<file path="config.mk">
export PLATFORM = sky130hd
export DESIGN_NAME = kick_sequencer_flat
export DESIGN_NICKNAME = d
export VERILOG_FILES = /design/src/rtl/kick_sequencer_pkg.sv /design/src/rtl/kick_sequencer_if.sv /design/src/rtl/kick_sequencer_timer.sv /design/src/rtl/kick_sequencer.sv /design/src/flat_wrapper.sv
export SDC_FILE = /design/constraint.sdc
export NUM_CORES = 1
export LEC_CHECK = 0
export BUFFER_PORTS_ARGS = -buffer_cell sky130_fd_sc_hd__buf_4
export CAP_MARGIN = 20
export CORE_MARGIN = 2
export CORE_UTILIZATION = 35
export CTS_BUF_LIST = sky130_fd_sc_hd__clkbuf_4
export DETAILED_ROUTE_END_ITERATION = 10
export GPL_ROUTABILITY_DRIVEN = 0
export PLACE_DENSITY = 0.59
export SLEW_MARGIN = 10
export SYNTH_ARGS = -nofsm -noshare
export SYNTH_HDL_FRONTEND = slang
export SYNTH_SLANG_ARGS = --single-unit
</file>
<file path="constraint.sdc">
create_clock -name clk -period 2.6 [get_ports clk]
set_input_delay 0.52 -clock clk [delete_from_list [all_inputs] [get_ports clk]]
set_output_delay 0.52 -clock clk [all_outputs]
set_load 0.1 [all_outputs]
</file>
<file path="src/rtl/kick_sequencer_pkg.sv">
// Shared types and default timing constants for the kicker sequencer.
package kicker_pkg;

   localparam int POWER_W = 8;

   localparam int unsigned DEF_FIRE_UNIT      = 32'd4096;
   localparam int unsigned DEF_COOLDOWN_CYC   = 32'd1000000;
   localparam int unsigned DEF_ARM_TIMEOUT    = 32'd25000000;
   localparam int unsigned DEF_CHARGE_TIMEOUT = 32'd100000000;

   typedef enum logic [2:0] {
      ST_CHARGE = 3'd0,
      ST_READY  = 3'd1,
      ST_ARMED  = 3'd2,
      ST_FIRE   = 3'd3,
      ST_COOL   = 3'd4,
      ST_FAULT  = 3'd5
   } kick_state_e;

   function automatic int unsigned max_u(input int unsigned a, input int unsigned b);
      return (a > b) ? a : b;
   endfunction

endpackage

</file>
<file path="src/rtl/kick_sequencer_if.sv">
// Request/grant, sensor and charger/solenoid signals of the kick sequencer.
interface kick_sequencer_if;
   import kicker_pkg::*;

   logic               done;
   logic               ir;
   logic               req_host;
   logic [POWER_W-1:0] host_power;
   logic               req_auto;
   logic [POWER_W-1:0] auto_power;
   logic               fault_clr;
   logic               ack_host;
   logic               ack_auto;
   logic               fired;
   logic               charge;
   logic               trigger;
   logic               ready;
   logic               fault;
   logic [2:0]         state;

   modport master (
      output done, ir, req_host, host_power, req_auto, auto_power, fault_clr,
      input  ack_host, ack_auto, fired, charge, trigger, ready, fault, state
   );

   modport slave (
      input  done, ir, req_host, host_power, req_auto, auto_power, fault_clr,
      output ack_host, ack_auto, fired, charge, trigger, ready, fault, state
   );

endinterface

</file>
<file path="src/rtl/kick_sequencer_timer.sv">
// Loadable down-counter with terminal-count flag; holds at zero.
module kick_timer #(
   parameter int W = 8
) (
   input  logic         clk,
   input  logic         rst_n,
   input  logic         i_load,
   input  logic         i_en,
   input  logic [W-1:0] i_value,
   output logic         o_zero
);

   logic [W-1:0] r_count;

   always_ff @(posedge clk or negedge rst_n) begin
      if (!rst_n) begin
         r_count <= '0;
      end else if (i_load) begin
         r_count <= i_value;
      end else if (i_en && (r_count != '0)) begin
         r_count <= r_count - W'(1);
      end
   end

   assign o_zero = (r_count == '0);

endmodule

</file>
<file path="src/rtl/kick_sequencer.sv">
// Kick sequencer: arbitrates host/auto kick requests and sequences charge, fire and cooldown.
//
// state  | meaning
// CHARGE | charger on, waiting for done; timeout -> FAULT
// READY  | charger topping up, arbitrating requests (host over auto)
// ARMED  | charger off, waiting for ir; timeout -> READY
// FIRE   | solenoid driven for power x FIRE_UNIT cycles
// COOL   | charger and solenoid off for COOLDOWN_CYC cycles
// FAULT  | everything off until fault_clr
module kick_sequencer
   import kicker_pkg::*;
#(
   parameter int unsigned FIRE_UNIT      = DEF_FIRE_UNIT,
   parameter int unsigned COOLDOWN_CYC   = DEF_COOLDOWN_CYC,
   parameter int unsigned ARM_TIMEOUT    = DEF_ARM_TIMEOUT,
   parameter int unsigned CHARGE_TIMEOUT = DEF_CHARGE_TIMEOUT
) (
   input  logic            clk,
   input  logic            rst_n,
   kick_sequencer_if.slave bus
);

   localparam int          PROD_W         = POWER_W + $clog2(FIRE_UNIT);
   localparam int unsigned MAX_FIRE_LOAD  = ((32'd1 << POWER_W) - 32'd1) * FIRE_UNIT;
   localparam int unsigned MAX_LOAD       = max_u(max_u(CHARGE_TIMEOUT, ARM_TIMEOUT),
                                                  max_u(COOLDOWN_CYC, MAX_FIRE_LOAD));
   localparam int          TW             = $clog2(MAX_LOAD + 32'd1);

   kick_state_e        r_state;
   kick_state_e        w_next;
   logic               r_first;
   logic [POWER_W-1:0] r_power;
   logic               r_ack_host;
   logic               r_ack_auto;
   logic               r_fired;
   logic               r_charge;
   logic               r_trigger;
   logic               r_ready;
   logic               r_fault;

   logic [PROD_W-1:0]  w_fire_prod;
   logic               w_tmr_load;
   logic               w_tmr_en;
   logic [TW-1:0]      w_tmr_val;
   logic               w_tmr_zero;

   assign w_fire_prod = PROD_W'(r_power) * PROD_W'(FIRE_UNIT);

   kick_timer #(.W(TW)) u_timer (
      .clk     (clk),
      .rst_n   (rst_n),
      .i_load  (w_tmr_load),
      .i_en    (w_tmr_en),
      .i_value (w_tmr_val),
      .o_zero  (w_tmr_zero)
   );

   always_comb begin
      w_next = r_state;
      case (r_state)
         ST_CHARGE: begin
            // The timer comes out of reset at zero, so the first cycle only loads it.
            if (bus.done)                      w_next = ST_READY;
            else if (w_tmr_zero && !r_first)   w_next = ST_FAULT;
         end
         ST_READY: begin
            if (bus.req_host || bus.req_auto)  w_next = ST_ARMED;
            else if (!bus.done)                w_next = ST_CHARGE;
         end
         ST_ARMED: begin
            if (r_power == '0)                 w_next = ST_COOL;
            else if (bus.ir)                   w_next = ST_FIRE;
            else if (w_tmr_zero)               w_next = ST_READY;
         end
         ST_FIRE:  if (w_tmr_zero)             w_next = ST_COOL;
         ST_COOL:  if (w_tmr_zero)             w_next = ST_CHARGE;
         ST_FAULT: if (bus.fault_clr)          w_next = ST_CHARGE;
         default:                              w_next = ST_CHARGE;
      endcase

      // Loads are N-1 so the state lasts exactly N cycles up to the zero compare.
      w_tmr_load = r_first || (w_next != r_state);
      w_tmr_en   = (r_state != ST_READY) && (r_state != ST_FAULT);
      w_tmr_val  = '0;
      case (w_next)
         ST_CHARGE: w_tmr_val = TW'(CHARGE_TIMEOUT - 32'd1);
         ST_ARMED:  w_tmr_val = TW'(ARM_TIMEOUT - 32'd1);
         ST_FIRE:   w_tmr_val = TW'(w_fire_prod) - TW'(1);
         ST_COOL:   w_tmr_val = TW'(COOLDOWN_CYC - 32'd1);
         default:   w_tmr_val = '0;
      endcase
   end

   always_ff @(posedge clk or negedge rst_n) begin
      if (!rst_n) begin
         r_state    <= ST_CHARGE;
         r_first    <= 1'b1;
         r_power    <= '0;
         r_ack_host <= 1'b0;
         r_ack_auto <= 1'b0;
         r_fired    <= 1'b0;
         r_charge   <= 1'b0;
         r_trigger  <= 1'b0;
         r_ready    <= 1'b0;
         r_fault    <= 1'b0;
      end else begin
         r_state <= w_next;
         r_first <= 1'b0;
         if (r_state == ST_READY) begin
            if (bus.req_host)      r_power <= bus.host_power;
            else if (bus.req_auto) r_power <= bus.auto_power;
         end
         r_ack_host <= (r_state == ST_READY) && bus.req_host;
         r_ack_auto <= (r_state == ST_READY) && !bus.req_host && bus.req_auto;
         r_charge   <= (r_state == ST_CHARGE) || (r_state == ST_READY);
         r_trigger  <= (r_state == ST_FIRE);
         r_fired    <= (r_state == ST_FIRE) && w_tmr_zero;
         r_ready    <= (r_state == ST_READY);
         r_fault    <= (r_state == ST_FAULT);
      end
   end

   assign bus.ack_host = r_ack_host;
   assign bus.ack_auto = r_ack_auto;
   assign bus.fired    = r_fired;
   assign bus.charge   = r_charge;
   assign bus.trigger  = r_trigger;
   assign bus.ready    = r_ready;
   assign bus.fault    = r_fault;
   assign bus.state    = r_state;

endmodule

</file>
<file path="src/flat_wrapper.sv">
// flat-port wrapper written by rule: the top's interface ports become plain ports
module kick_sequencer_flat import kicker_pkg::*;
#(
   parameter int unsigned FIRE_UNIT      = DEF_FIRE_UNIT,
   parameter int unsigned COOLDOWN_CYC   = DEF_COOLDOWN_CYC,
   parameter int unsigned ARM_TIMEOUT    = DEF_ARM_TIMEOUT,
   parameter int unsigned CHARGE_TIMEOUT = DEF_CHARGE_TIMEOUT
)
  (clk, rst_n, bus_done, bus_ir, bus_req_host, bus_host_power, bus_req_auto, bus_auto_power, bus_fault_clr, bus_ack_host, bus_ack_auto, bus_fired, bus_charge, bus_trigger, bus_ready, bus_fault, bus_state);
  kick_sequencer_if bus_i ();
  input  logic clk;
  input  logic rst_n;
  input wire logic [$bits(bus_i.done)-1:0] bus_done;
  input wire logic [$bits(bus_i.ir)-1:0] bus_ir;
  input wire logic [$bits(bus_i.req_host)-1:0] bus_req_host;
  input wire logic [$bits(bus_i.host_power)-1:0] bus_host_power;
  input wire logic [$bits(bus_i.req_auto)-1:0] bus_req_auto;
  input wire logic [$bits(bus_i.auto_power)-1:0] bus_auto_power;
  input wire logic [$bits(bus_i.fault_clr)-1:0] bus_fault_clr;
  output wire logic [$bits(bus_i.ack_host)-1:0] bus_ack_host;
  output wire logic [$bits(bus_i.ack_auto)-1:0] bus_ack_auto;
  output wire logic [$bits(bus_i.fired)-1:0] bus_fired;
  output wire logic [$bits(bus_i.charge)-1:0] bus_charge;
  output wire logic [$bits(bus_i.trigger)-1:0] bus_trigger;
  output wire logic [$bits(bus_i.ready)-1:0] bus_ready;
  output wire logic [$bits(bus_i.fault)-1:0] bus_fault;
  output wire logic [$bits(bus_i.state)-1:0] bus_state;
  assign bus_i.done = bus_done;
  assign bus_i.ir = bus_ir;
  assign bus_i.req_host = bus_req_host;
  assign bus_i.host_power = bus_host_power;
  assign bus_i.req_auto = bus_req_auto;
  assign bus_i.auto_power = bus_auto_power;
  assign bus_i.fault_clr = bus_fault_clr;
  assign bus_ack_host = bus_i.ack_host;
  assign bus_ack_auto = bus_i.ack_auto;
  assign bus_fired = bus_i.fired;
  assign bus_charge = bus_i.charge;
  assign bus_trigger = bus_i.trigger;
  assign bus_ready = bus_i.ready;
  assign bus_fault = bus_i.fault;
  assign bus_state = bus_i.state;
  kick_sequencer #(.FIRE_UNIT(FIRE_UNIT), .COOLDOWN_CYC(COOLDOWN_CYC), .ARM_TIMEOUT(ARM_TIMEOUT), .CHARGE_TIMEOUT(CHARGE_TIMEOUT)) u_core (.clk(clk), .rst_n(rst_n), .bus(bus_i));
endmodule
</file>
==> impl_results.md <==
* Worst path bufs/invs at 2
* Worst Setup End Kind: register
* # port buffers at 32
* First-pass DRT Iterations at 4
* Critical path's top delay family: simple AND/OR/NAND/NOR gates
* Final wirelength at roughly 6.4 mm
* IO Pins at 33
* Die area at 0.00811 mm²
* Fin Clk Skew at 0.0193 ns
* Power per Cell Area at 1200 mW/mm²
* GRT overflow at 0
* Hold slack final at 0.126 ns
* CP Cell Sequence: inv_1 -> ha_2 -> or4b_4 -> nor4_4 -> and3_4 -> mux2i_4 -> mux2_4 -> o2111a_4 -> buf_4 -> a21o_1
* RSZ-0062 raised after global routing: yes
* Worst setup path class: register to register
* Synth Area per Inst at 9.16 µm²
* Die H at 90.1 µm
* Worst EP arrival at 3.08 ns
* Synth unique cells at 46
* Largest net degree at the start of global routing at 47
* CP max stage cell: or4b_4
* Sequential-to-total area share from yosys stat at 44.4%
* Final antenna-violating net count at 0
* Layout Nets at 395
* Synthesis Warnings at 0
* DR vias/cell at 5.03
* Pleak at 0.00152 µW
* CTS Buf Count at 5
* VDD IR-drop max at 0.427 mV
* Internal power at between 2000 and 2500 µW
* Fillers at 690
* Clock network fraction of total power at 10.7%
* Share of power burned in registers at 27.7%
* Final period utilization at 108%
* Slew headroom at 61.3%
* Gate power share at 61.7%
* Growth of design area from synthesis to finish at 39.9%
* Crit Reg-Reg Endpoint: u_core.u_timer.r_count[9]
* Iteration-0 DRC Markers at 102
* Slowest Stage Delay on Critical Path at 0.48 ns
* Antenna diode count at 0
* Synth Register Bits at 46
* Failing checks: setup timing
* Min Tclk post-route at ~2.8 ns
* GRT Resource Usage Total at around 17%
* R2r setup slk at -0.22 ns
* Top_reg_cell synth: dfrtp_1
* Core footprint at between 0.007 and 0.008 mm²
* Final setup vio count at 27
* Worst setup SP type: register
* Number of synthesized flops with an enable pin at 0
* Syn Inst Count at 283
* TritonCTS clock tree: yes
* Antenna violations before repair at 0
* Worst slew pin tran at 0.580 ns
* Fin. Hold Viols at 0
* Final core occ at between 50% and 60%
* DP Worst Slack at -0.389 ns
* CTS clk-pin slew, worst paths at 0.15 ns
* First-pass GRT wire length at 11.1 mm
* Ys async rst share at 100%
* Switching part of the total at 44.6%
* Vias in the first global route at around 2400
* Post-layout worst setup margin at -0.219 ns
* Core Rows at 31
* Clk Latency, worst-skew pair at about 0.37 ns
* Mapped cell area at 0.00259 mm²
* Clock net sink count at 46
* DP HPWL at roughly 4.5 mm
* DR vias at 2363
* Initial Util at between 30% and 40%
* Die X-Extent at 90.1 µm
* Deepest clock path buffer count at 2
* Outcome: finished, violations left
* Fmax at 0.355 GHz
* Depth of the CTS H-tree at 2
* Max-cap violations at 0
* HP Class: input pin to asynchronous set/reset pin
* P_sw at 1930 µW
* DRC viols at 0
* Path depth of the worst reg2reg path at 10
* Max Slew Vio Count at 0
* Syn Nets at 308
* Total design power at about 4300 µW
* DR WL/cell at 13.6 µm
* R2R Path Start: u_core.u_timer.r_count[1]
* WP data required at 2.87 ns
* Share of post-route cells with drive strength above 1 at a little under two fifths
* Largest fanout on the critical path at 6
* Root buffer cell: clkbuf_4
## cells in the mapped netlist (2+ instances only)
| cell | count | share of area (%) |
|---|---|---|
| nor2b_1 | 4 | 0.97 |
| nand2b_1 | 2 | 0.48 |
| and3_1 | 5 | 1.2 |
| nor4_1 | 5 | 1.2 |
| nand3_1 | 4 | 0.77 |
| nor2_1 | 35 | 5.1 |
| or3_1 | 3 | 0.72 |
| nor3_1 | 14 | 2.7 |
| nor4b_1 | 2 | 0.68 |
| a21oi_1 | 37 | 7.1 |
| and2_1 | 2 | 0.48 |
| clkbuf_1 | 8 | 1.2 |
| or4_1 | 4 | 1.2 |
| dfrtp_1 | 45 | 43 |
| inv_1 | 8 | 1.2 |
| buf_2 | 3 | 0.58 |
| mux2i_1 | 12 | 4.6 |
| xor2_1 | 16 | 5.4 |
| a211oi_1 | 4 | 1.2 |
| nand2_1 | 17 | 2.5 |
| o21ai_0 | 12 | 2.3 |
| ha_1 | 2 | 0.97 |
| xnor2_1 | 14 | 4.7 |
| a21o_1 | 2 | 0.58 |
| nand3b_1 | 2 | 0.58 |
## what timing repair did
action                     4_1_cts  5_1_grt
hold buffers                     0        0
gates resized for setup         18       13
pin swaps                        5        1
setup endpoints to repair       27       27
cloned                           3        0
setup buffers                    3        1
## through the flow
stage	instance area, µm²	TNS (ns)	std cells
2_1_floorplan	2650	-4.53	283
3_3_place_gp	3350	-6.74	455
3_5_place_dp	3350	-8.91	455
4_1_cts	3570	-4.70	469
5_1_grt	3630	-8.03	470
6_report	3630	-4.68	470
## worst max path at each step
stage	to	cells past startpoint	startpoint	slack, ns
floorplan	u_core.u_timer.r_count[17]	12	u_core.u_timer.r_count[0]	-0.19
global placement	u_core.u_timer.r_count[25]	10	u_core.u_timer.r_count[0]	-0.30
detailed placement	u_core.u_timer.r_count[25]	10	u_core.u_timer.r_count[1]	-0.39
CTS	u_core.u_timer.r_count[9]	10	u_core.u_timer.r_count[0]	-0.21
global route	u_core.u_timer.r_count[3]	11	u_core.u_timer.r_count[0]	-0.32
finish	u_core.u_timer.r_count[9]	10	u_core.u_timer.r_count[1]	-0.22
## cell usage in the layout (no fill, tap or decap), drive strengths merged
cell	instances
buf	90
dfrtp	45
a21oi	38
nor2	35
nand2	17
xor2	16
nor3	15
xnor2	14
mux2i	12
o21ai	12
inv	9
clkbuf	6
nor4	6
or4	5
and3	5
nand3	4
nor2b	4
a211oi	4
o2111a	4
or3	3
and2	3
nand2b	2
a21o	2
nor4b	2
nand3b	2
nor3b	2
ha	2
or4b	1
or2	1
a211o	1
nand4b	1
mux2	1
or3b	1
o41ai	1
a31oi	1
bufinv	1
clkinvlp	1
dfstp	1
conb	1
## metal layers
| layer | wire, µm | share of wire (%) | GRT usage (%) | up-vias |
|---|---|---|---|---|
| met3 | 261 | 4.1 | 3.27 | 11 |
| met5 | 0 | 0 | 0 | - |
| met2 | 3010 | 47 | 27.2 | 52 |
| met4 | 85 | 1.3 | 5.38 | 0 |
| li1 | - | - | - | 1178 |
| met1 | 3050 | 48 | 22.4 | 1122 |
## state kept, by name (all words and copies together) (netlist names)
name	count
u_core.r_power	8
u_core.bus.fault	1
u_core.bus.fired	1
u_core.bus.trigger	1
u_core.r_first	1
u_core.bus.ack_host	1
u_core.bus.ack_auto	1
u_core.u_timer.r_count	27
u_core.bus.ready	1
u_core.bus.state	3
u_core.bus.charge	1
## kinds of logic (layout without fill, tap and decap cells)
kind of cell	count (synthesis)	after routing	synth area share (%)
AOI/OAI and AO/OA	60	63	13.2
xor gates and xnor gates	30	30	10.1
adders and majority gates	2	2	0.965
buffers and inverters	22	107	3.76
DFF	46	46	44.4
muxes	13	13	5.21
other	1	1	0.145
and+or+nand+nor	109	109	22.1
## power groups by stage
stage	clock network (µW)	registers [µW]	logic, µW
floorplan	0	1500	1230
global placement	0	1210	2310
detailed placement	0	1210	2330
CTS	465	1200	2550
global route	500	1240	2910
finish	462	1200	2670
## area by class of cell
cell class / count / area, µm² / area share [%]
Tap cell: 99 / 124 / 3.41
Sequential cell: 46 / 1150 / 31.8
Clock inverter: 2 / 37.5 / 1.03
Inverter: 9 / 33.8 / 0.931
Timing Repair Buffer: 90 / 694 / 19.1
Clock buffer: 6 / 45.0 / 1.24
Multi-Input combinational cell: 218 / 1540 / 42.4
## worst reg2reg max path, cell delays in order, from the launching register on
cell and delay (ns):
dfrtp_1 0.40, inv_1 0.07, ha_2 0.16, or4b_4 0.48
nor4_4 0.25, and3_4 0.25, mux2i_4 0.24, mux2_4 0.35
o2111a_4 0.19, buf_4 0.17, a21o_1 0.15
Note: power is estimated with default switching activity, not from simulation.
